[config.mk]
export PLATFORM = sky130hd
export DESIGN_NAME = dram_port_arbiter_flat
export DESIGN_NICKNAME = d
export VERILOG_FILES = /design/src/rtl/dram_port_arbiter_pkg.sv /design/src/rtl/dram_port_arbiter_if.sv /design/src/rtl/dram_port_arbiter.sv /design/src/flat_wrapper.sv
export SDC_FILE = /design/constraint.sdc
export NUM_CORES = 1
export LEC_CHECK = 0
export CORE_AREA = 3 3 211 213
export CTS_CLUSTER_SIZE = 30
export DETAILED_ROUTE_END_ITERATION = 7
export DIE_AREA = 0 0 214 216
export PLACE_DENSITY = 0.52
export SYNTH_ARGS = -nofsm -noshare
export SYNTH_HDL_FRONTEND = slang
export SYNTH_SLANG_ARGS = --single-unit
[constraint.sdc]
create_clock -name clk -period 18.2 [get_ports clk]
set_clock_uncertainty 0.15 [all_clocks]
set_input_delay 3.64 -clock clk [delete_from_list [all_inputs] [get_ports clk]]
set_output_delay 3.64 -clock clk [all_outputs]
set_load 0.02 [all_outputs]
[src/rtl/dram_port_arbiter_pkg.sv]
// Shared types and constants for the DRAM port arbiter between the fetch
// channel and the MEM-stage load/store channel.
package dram_port_arbiter_pkg;

  localparam int WR_CTRL_W = 2;
  localparam int RD_CTRL_W = 3;

  // Read-control code the fetch channel presents for instruction reads.
  localparam logic [RD_CTRL_W-1:0] IF_RD_CTRL = 3'b101;

  typedef enum logic [1:0] {
    IDLE     = 2'd0,
    BUSY_IF  = 2'd1,
    BUSY_MEM = 2'd2,
    DONE     = 2'd3
  } arb_state_t;

  typedef enum logic {
    OWN_IF  = 1'b0,
    OWN_MEM = 1'b1
  } owner_t;

endpackage

[src/rtl/dram_port_arbiter_if.sv]
// DRAM-side request/acknowledge bus: the arbiter is the master, the DRAM
// controller the slave.
interface dram_port_arbiter_if #(
  parameter int ADDR_W = 64,
  parameter int DATA_W = 64
);
  import dram_port_arbiter_pkg::*;

  logic                 dram_req;
  logic                 dram_we;
  logic [ADDR_W-1:0]    dram_addr;
  logic [DATA_W-1:0]    dram_wdata;
  logic [WR_CTRL_W-1:0] dram_wr_ctrl;
  logic [RD_CTRL_W-1:0] dram_rd_ctrl;
  logic                 dram_ack;
  logic [DATA_W-1:0]    dram_rdata;

  modport master (
    output dram_req, dram_we, dram_addr, dram_wdata, dram_wr_ctrl, dram_rd_ctrl,
    input  dram_ack, dram_rdata
  );

  modport slave (
    input  dram_req, dram_we, dram_addr, dram_wdata, dram_wr_ctrl, dram_rd_ctrl,
    output dram_ack, dram_rdata
  );

endinterface

[src/rtl/dram_port_arbiter.sv]
// Single-outstanding arbiter for the data-DRAM port: MEM has priority, IF is
// forced after MAX_MEM_STREAK consecutive MEM grants while IF waits.
module dram_port_arbiter
  import dram_port_arbiter_pkg::*;
#(
  parameter int ADDR_W         = 64,
  parameter int DATA_W         = 64,
  parameter int MAX_MEM_STREAK = 4
) (
  input  logic                 clk,
  input  logic                 reset,
  input  logic                 if_req,
  input  logic [ADDR_W-1:0]    if_addr,
  input  logic [RD_CTRL_W-1:0] if_rd_ctrl,
  input  logic                 if_flush,
  output logic [DATA_W-1:0]    if_rdata,
  output logic                 if_valid,
  output logic                 if_stall,
  input  logic                 mem_req,
  input  logic                 mem_we,
  input  logic [ADDR_W-1:0]    mem_addr,
  input  logic [DATA_W-1:0]    mem_wdata,
  input  logic [WR_CTRL_W-1:0] mem_wr_ctrl,
  input  logic [RD_CTRL_W-1:0] mem_rd_ctrl,
  output logic [DATA_W-1:0]    mem_rdata,
  output logic                 mem_valid,
  output logic                 mem_stall,
  dram_port_arbiter_if.master  dram
);

  localparam int STREAK_W = $clog2(MAX_MEM_STREAK + 1);

  arb_state_t           state_r, state_s;
  owner_t               owner_r;
  logic [STREAK_W-1:0]  streak_r;
  logic                 drop_r;
  logic                 grant_if_s, grant_mem_s;
  logic                 streak_max_s, busy_s, ack_s;

  logic                 dram_req_r, dram_we_r;
  logic [ADDR_W-1:0]    dram_addr_r;
  logic [DATA_W-1:0]    dram_wdata_r;
  logic [WR_CTRL_W-1:0] dram_wr_ctrl_r;
  logic [RD_CTRL_W-1:0] dram_rd_ctrl_r;
  logic [DATA_W-1:0]    if_rdata_r, mem_rdata_r;

  assign streak_max_s = (streak_r == STREAK_W'(MAX_MEM_STREAK));
  assign busy_s       = (state_r == BUSY_IF) || (state_r == BUSY_MEM);
  assign ack_s        = busy_s && dram.dram_ack;

  // Next-state and grant decision; grants are only made from IDLE.
  always_comb begin
    state_s     = state_r;
    grant_if_s  = 1'b0;
    grant_mem_s = 1'b0;
    case (state_r)
      IDLE: begin
        if (if_req && mem_req && streak_max_s) begin
          grant_if_s = 1'b1;
          state_s    = BUSY_IF;
        end else if (mem_req) begin
          grant_mem_s = 1'b1;
          state_s     = BUSY_MEM;
        end else if (if_req) begin
          grant_if_s = 1'b1;
          state_s    = BUSY_IF;
        end else begin
          state_s = IDLE;
        end
      end
      BUSY_IF, BUSY_MEM: begin
        if (dram.dram_ack) begin
          state_s = DONE;
        end else begin
          state_s = state_r;
        end
      end
      DONE:    state_s = IDLE;
      default: state_s = IDLE;
    endcase
  end

  // State register.
  always_ff @(posedge clk or posedge reset) begin
    if (reset) begin
      state_r <= IDLE;
    end else begin
      state_r <= state_s;
    end
  end

  // DRAM request fields, streak counter and read-data capture.
  always_ff @(posedge clk or posedge reset) begin
    if (reset) begin
      owner_r        <= OWN_IF;
      streak_r       <= '0;
      dram_req_r     <= 1'b0;
      dram_we_r      <= 1'b0;
      dram_addr_r    <= '0;
      dram_wdata_r   <= '0;
      dram_wr_ctrl_r <= '0;
      dram_rd_ctrl_r <= '0;
      if_rdata_r     <= '0;
      mem_rdata_r    <= '0;
    end else if (grant_if_s) begin
      owner_r        <= OWN_IF;
      streak_r       <= '0;
      dram_req_r     <= 1'b1;
      dram_we_r      <= 1'b0;
      dram_addr_r    <= if_addr;
      dram_wdata_r   <= '0;
      dram_wr_ctrl_r <= '0;
      dram_rd_ctrl_r <= if_rd_ctrl;
    end else if (grant_mem_s) begin
      owner_r        <= OWN_MEM;
      dram_req_r     <= 1'b1;
      dram_we_r      <= mem_we;
      dram_addr_r    <= mem_addr;
      dram_wdata_r   <= mem_wdata;
      dram_wr_ctrl_r <= mem_wr_ctrl;
      dram_rd_ctrl_r <= mem_rd_ctrl;
      // Streak only grows while fetch is actually being held off.
      if (!if_req) begin
        streak_r <= '0;
      end else if (!streak_max_s) begin
        streak_r <= streak_r + STREAK_W'(1'b1);
      end
    end else if (ack_s) begin
      dram_req_r <= 1'b0;
      if (owner_r == OWN_IF) begin
        if (!drop_r && !if_flush) begin
          if_rdata_r <= dram.dram_rdata;
        end
      end else if (!dram_we_r) begin
        mem_rdata_r <= dram.dram_rdata;
      end
    end
  end

  // A redirect while the fetch is in flight poisons its result.
  always_ff @(posedge clk or posedge reset) begin
    if (reset) begin
      drop_r <= 1'b0;
    end else if (state_r == DONE) begin
      drop_r <= 1'b0;
    end else if ((state_r == BUSY_IF) && if_flush) begin
      drop_r <= 1'b1;
    end
  end

  assign if_valid  = (state_r == DONE) && (owner_r == OWN_IF) && !drop_r && !if_flush;
  assign mem_valid = (state_r == DONE) && (owner_r == OWN_MEM);
  assign if_stall  = if_req && !if_valid && !reset;
  assign mem_stall = mem_req && !mem_valid && !reset;
  assign if_rdata  = if_rdata_r;
  assign mem_rdata = mem_rdata_r;

  assign dram.dram_req     = dram_req_r;
  assign dram.dram_we      = dram_we_r;
  assign dram.dram_addr    = dram_addr_r;
  assign dram.dram_wdata   = dram_wdata_r;
  assign dram.dram_wr_ctrl = dram_wr_ctrl_r;
  assign dram.dram_rd_ctrl = dram_rd_ctrl_r;

endmodule

[src/flat_wrapper.sv]
// flat-port wrapper written by rule: the top's interface ports become plain ports
module dram_port_arbiter_flat import dram_port_arbiter_pkg::*;
#(
  parameter int ADDR_W         = 64,
  parameter int DATA_W         = 64,
  parameter int MAX_MEM_STREAK = 4
)
  (clk, reset, if_req, if_addr, if_rd_ctrl, if_flush, if_rdata, if_valid, if_stall, mem_req, mem_we, mem_addr, mem_wdata, mem_wr_ctrl, mem_rd_ctrl, mem_rdata, mem_valid, mem_stall, dram_dram_req, dram_dram_we, dram_dram_addr, dram_dram_wdata, dram_dram_wr_ctrl, dram_dram_rd_ctrl, dram_dram_ack, dram_dram_rdata);
  dram_port_arbiter_if #(.ADDR_W(ADDR_W), .DATA_W(DATA_W)) dram_i ();
  input  logic clk;
  input  logic reset;
  input  logic if_req;
  input  logic [ADDR_W-1:0] if_addr;
  input  logic [RD_CTRL_W-1:0] if_rd_ctrl;
  input  logic if_flush;
  output logic [DATA_W-1:0] if_rdata;
  output logic if_valid;
  output logic if_stall;
  input  logic mem_req;
  input  logic mem_we;
  input  logic [ADDR_W-1:0] mem_addr;
  input  logic [DATA_W-1:0] mem_wdata;
  input  logic [WR_CTRL_W-1:0] mem_wr_ctrl;
  input  logic [RD_CTRL_W-1:0] mem_rd_ctrl;
  output logic [DATA_W-1:0] mem_rdata;
  output logic mem_valid;
  output logic mem_stall;
  output wire logic [$bits(dram_i.dram_req)-1:0] dram_dram_req;
  output wire logic [$bits(dram_i.dram_we)-1:0] dram_dram_we;
  output wire logic [$bits(dram_i.dram_addr)-1:0] dram_dram_addr;
  output wire logic [$bits(dram_i.dram_wdata)-1:0] dram_dram_wdata;
  output wire logic [$bits(dram_i.dram_wr_ctrl)-1:0] dram_dram_wr_ctrl;
  output wire logic [$bits(dram_i.dram_rd_ctrl)-1:0] dram_dram_rd_ctrl;
  input wire logic [$bits(dram_i.dram_ack)-1:0] dram_dram_ack;
  input wire logic [$bits(dram_i.dram_rdata)-1:0] dram_dram_rdata;
  assign dram_dram_req = dram_i.dram_req;
  assign dram_dram_we = dram_i.dram_we;
  assign dram_dram_addr = dram_i.dram_addr;
  assign dram_dram_wdata = dram_i.dram_wdata;
  assign dram_dram_wr_ctrl = dram_i.dram_wr_ctrl;
  assign dram_dram_rd_ctrl = dram_i.dram_rd_ctrl;
  assign dram_i.dram_ack = dram_dram_ack;
  assign dram_i.dram_rdata = dram_dram_rdata;
  dram_port_arbiter #(.ADDR_W(ADDR_W), .DATA_W(DATA_W), .MAX_MEM_STREAK(MAX_MEM_STREAK)) u_core (.clk(clk), .reset(reset), .if_req(if_req), .if_addr(if_addr), .if_rd_ctrl(if_rd_ctrl), .if_flush(if_flush), .if_rdata(if_rdata), .if_valid(if_valid), .if_stall(if_stall), .mem_req(mem_req), .mem_we(mem_we), .mem_addr(mem_addr), .mem_wdata(mem_wdata), .mem_wr_ctrl(mem_wr_ctrl), .mem_rd_ctrl(mem_rd_ctrl), .mem_rdata(mem_rdata), .mem_valid(mem_valid), .mem_stall(mem_stall), .dram(dram_i));
endmodule
==> impl_metrics.ini <==
[detailed_routing]
final_antenna_net_count = 0
initialDrtViolationCount = 529
via_per_inst = 4.71
vias = 9305
wl_mm = 42.0
wl_per_cell_um = 21.3
drc = 0
dr.pass1.iters = 4

[cts]
clkSlewWorstSetupHoldPaths_ns = 0.05
clk_path_buf_depth = 3
numCtsBuffers = 34
h-tree-depth = 2
cts_setup_buffers = 0
cts_resized = 0
cts-root-buf = clkbuf_16
clkLatencyLatePin_ns = 0.53
cts.hold.buffers_added = 0
clock_sinks = 270
cts_tree = yes

[critical_path]
r2r_slack_ns = 14.88
slowest_delay_ns = 0.68
start_kind = input pin
cp_max_fo = 2
criticalPathCategory = input pin to output pin
cp-end-kind = output pin
crit_required_ns = 14.41
crit_start = if_flush
worstSetupEndpoint = if_stall
reg2reg_to = u_core.dram.dram_addr[6]$_DFFE_PP0P_
cpMostUsedCell = clkdlybuf4s50_1
cp_slowest_cell = clkdlybuf4s50_1
rr_worst_depth = 8
crit_family = buffers and inverters
critical_path_depth = 5
critPathBufInv = 2
rr_startpoint = u_core.state_r[0]$_DFFE_PP0P_
critPathArrivalTime_ns = 5.48
crit_chain = clkdlybuf4s50_1 > or3_1 > nor2_1 > nor3b_1 > clkdlybuf4s50_1

[synth]
synth_area_um2 = 11000
ys_seq_area_share_pct = 61.6
netlist.area_leader.share_pct = 61.6
synthCells = 856
ys_top_cells_by_area = dfrtp_1, mux2_2, a22o_1, a41oi_1, a21oi_1
synthesis.nets = 1132
yosysUniqueCellTypes = 33
syn_avg_cell_area_um2 = 12.8
ys_ff_latch = 270
yosys.area.top_type = dfrtp_1
yosys_warnings = 0

[sta]
maxSlewViolCount = 0
min_period_ns = 9.27
tightest_slew_ns = 1.11
setup_ws_ns = 8.93
fmax_ghz = 0.108
max_slew_margin_pct = 25.5
fin_setup_tns_ns = 0
fin_crit_sh_pct = 51.0
setup_viol = 0
hold_violations = 0
rsz0062_at_grt = no

[final_layout]
final_core_util_pct = 42.0
layout_common_cells = clkdlybuf4s50_1, dfrtp_1, mux2_2
layout_commonest_cell = clkdlybuf4s50_1
syn_to_final_growth_pct = 64.0
drive_gt1_share_pct = 14.5
nets = 1638
num-fill-cells = 4111

[placed_design]
post-place-ws_ns = 8.90
portBuffers = 537
dp_hpwl_mm = 28.6
place_congestion = 0.811

[run_status]
status = completed

[flow_run]
maxCapViolCount = 0

[grt]
grt_max_degree = 148
grt_pass1_vias = 9679
grt_usage_pct = 17.4
grt_first_pass_wirelength_mm = 62.7
antenna_found_initial = 5
grt_overflow = 0

[die]
initial_core_util_pct = 25.6
dieArea_um2 = 46200
core_region_area_um2 = 42900
die_w_um = 214
ioPinCount = 538
row_count = 76
die_y_um = 216

[pwr]
p_leak_nw = 7.24
power.density_nw_per_um2 = 188
ir_drop_v = 0.0000685
power_w = 0.00339

[min_path]
min_path_type = register to register
[logic make-up (layout without fill, tap and decap cells)]
logic type | after synthesis | count (layout) | share of synthesized area (%)
AOI/OAI and AO/OA | 283 | 283 | 17.8
adders and majority gates | 5 | 5 | 0.570
buffers and inverters | 86 | 617 | 3.69
DFF | 270 | 270 | 61.6
muxes | 128 | 128 | 13.1
other | 0 | 3 | 0
and+or+nand+nor | 84 | 84 | 3.24
[worst reg2reg max path: cells and delay by family (launching register included)]
family | cells | cell delay [ns]
AOI/OAI and AO/OA | 3 | 0.64
adders and majority gates | 1 | 0.19
buffers and inverters | 4 | 1.87
DFF | 1 | 0.40
[flip-flops by register name, summed over array words and instances (netlist names)]
name / cells
u_core.dram.dram_req: 1
u_core.dram.dram_wdata: 64
u_core.drop_r: 1
u_core.dram.dram_addr: 64
u_core.dram.dram_we: 1
u_core.if_rdata: 64
u_core.dram.dram_wr_ctrl: 2
u_core.streak_r: 3
u_core.mem_rdata: 64
u_core.owner_r: 1
u_core.state_r: 2
u_core.dram.dram_rd_ctrl: 3
[metrics by stage]
stage | hold slack, ns | cell area (µm²) | std cells
2_1_floorplan | 0.304 | 11000 | 856
3_3_place_gp | 0.321 | 16900 | 1911
3_5_place_dp | 0.326 | 16900 | 1911
4_1_cts | 0.344 | 18000 | 1972
5_1_grt | 0.359 | 18000 | 1975
6_report | 0.334 | 18000 | 1975
[synthesized netlist by cell type]
cell type / count
dfrtp_1: 270
mux2_2: 122
nor2_1: 70
a21oi_1: 68
a22o_1: 67
a41oi_1: 67
o21ai_0: 67
clkbuf_1: 52
buf_2: 9
buf_4: 7
buf_1: 6
buf_6: 6
inv_1: 6
mux2_1: 6
ha_1: 5
nand2_1: 4
o21ai_1: 3
a21o_1: 2
nand2b_1: 2
nor3b_1: 2
o22a_1: 2
or3_1: 2
a21bo_2: 1
a21boi_0: 1
a21boi_1: 1
a31oi_1: 1
a32o_1: 1
and2_1: 1
nand4_1: 1
nor3_4: 1
nor4b_1: 1
o21a_1: 1
o22ai_1: 1
[final cells by class]
class | instances | area, µm² | area share (%)
Sequential cell | 270 | 6760 | 37.6
Antenna cell | 3 | 7.51 | 0.0417
Multi-Input combinational cell | 500 | 3860 | 21.5
Clock buffer | 48 | 983 | 5.47
Tap cell | 585 | 732 | 4.07
Timing Repair Buffer | 550 | 5480 | 30.5
Inverter | 6 | 30.0 | 0.167
Clock inverter | 13 | 140 | 0.779
[layer usage]
| metal | part of all wire [%] | global-route usage (%) | vias to the layer above | wire length (µm) |
|---|---|---|---|---|
| li1 | - | - | 4203 | - |
| met1 | 42 | 22.0 | 4667 | 17600 |
| met2 | 47 | 28.1 | 370 | 19900 |
| met3 | 8.2 | 6.14 | 63 | 3450 |
| met4 | 2.5 | 5.47 | 2 | 1040 |
| met5 | 0.031 | 0 | - | 13 |
[worst min-delay path by stage]
stage	start	to	slack, ns	cells after the start
after floorplan	u_core.drop_r$_DFFE_PP0P_	u_core.drop_r$_DFFE_PP0P_	0.30	2
after global placement	u_core.if_rdata[50]$_DFFE_PP0P_	u_core.if_rdata[50]$_DFFE_PP0P_	0.32	1
after detailed placement	u_core.dram.dram_req$_DFFE_PP0P_	u_core.dram.dram_req$_DFFE_PP0P_	0.33	1
after CTS	u_core.dram.dram_req$_DFFE_PP0P_	u_core.dram.dram_req$_DFFE_PP0P_	0.34	1
after global routing	u_core.dram.dram_req$_DFFE_PP0P_	u_core.dram.dram_req$_DFFE_PP0P_	0.36	1
final	u_core.dram.dram_req$_DFFE_PP0P_	u_core.dram.dram_req$_DFFE_PP0P_	0.33	1
[report_power, final]
part           switching, W  internal [W]  leakage (nW)
combinational      0.000868      0.000802          3.44
sequential         0.000151      0.000889          3.25
clock              0.000271      0.000407         0.556
total               0.00129       0.00210          7.24
No activity file was read; power rests on OpenSTA's default activity.
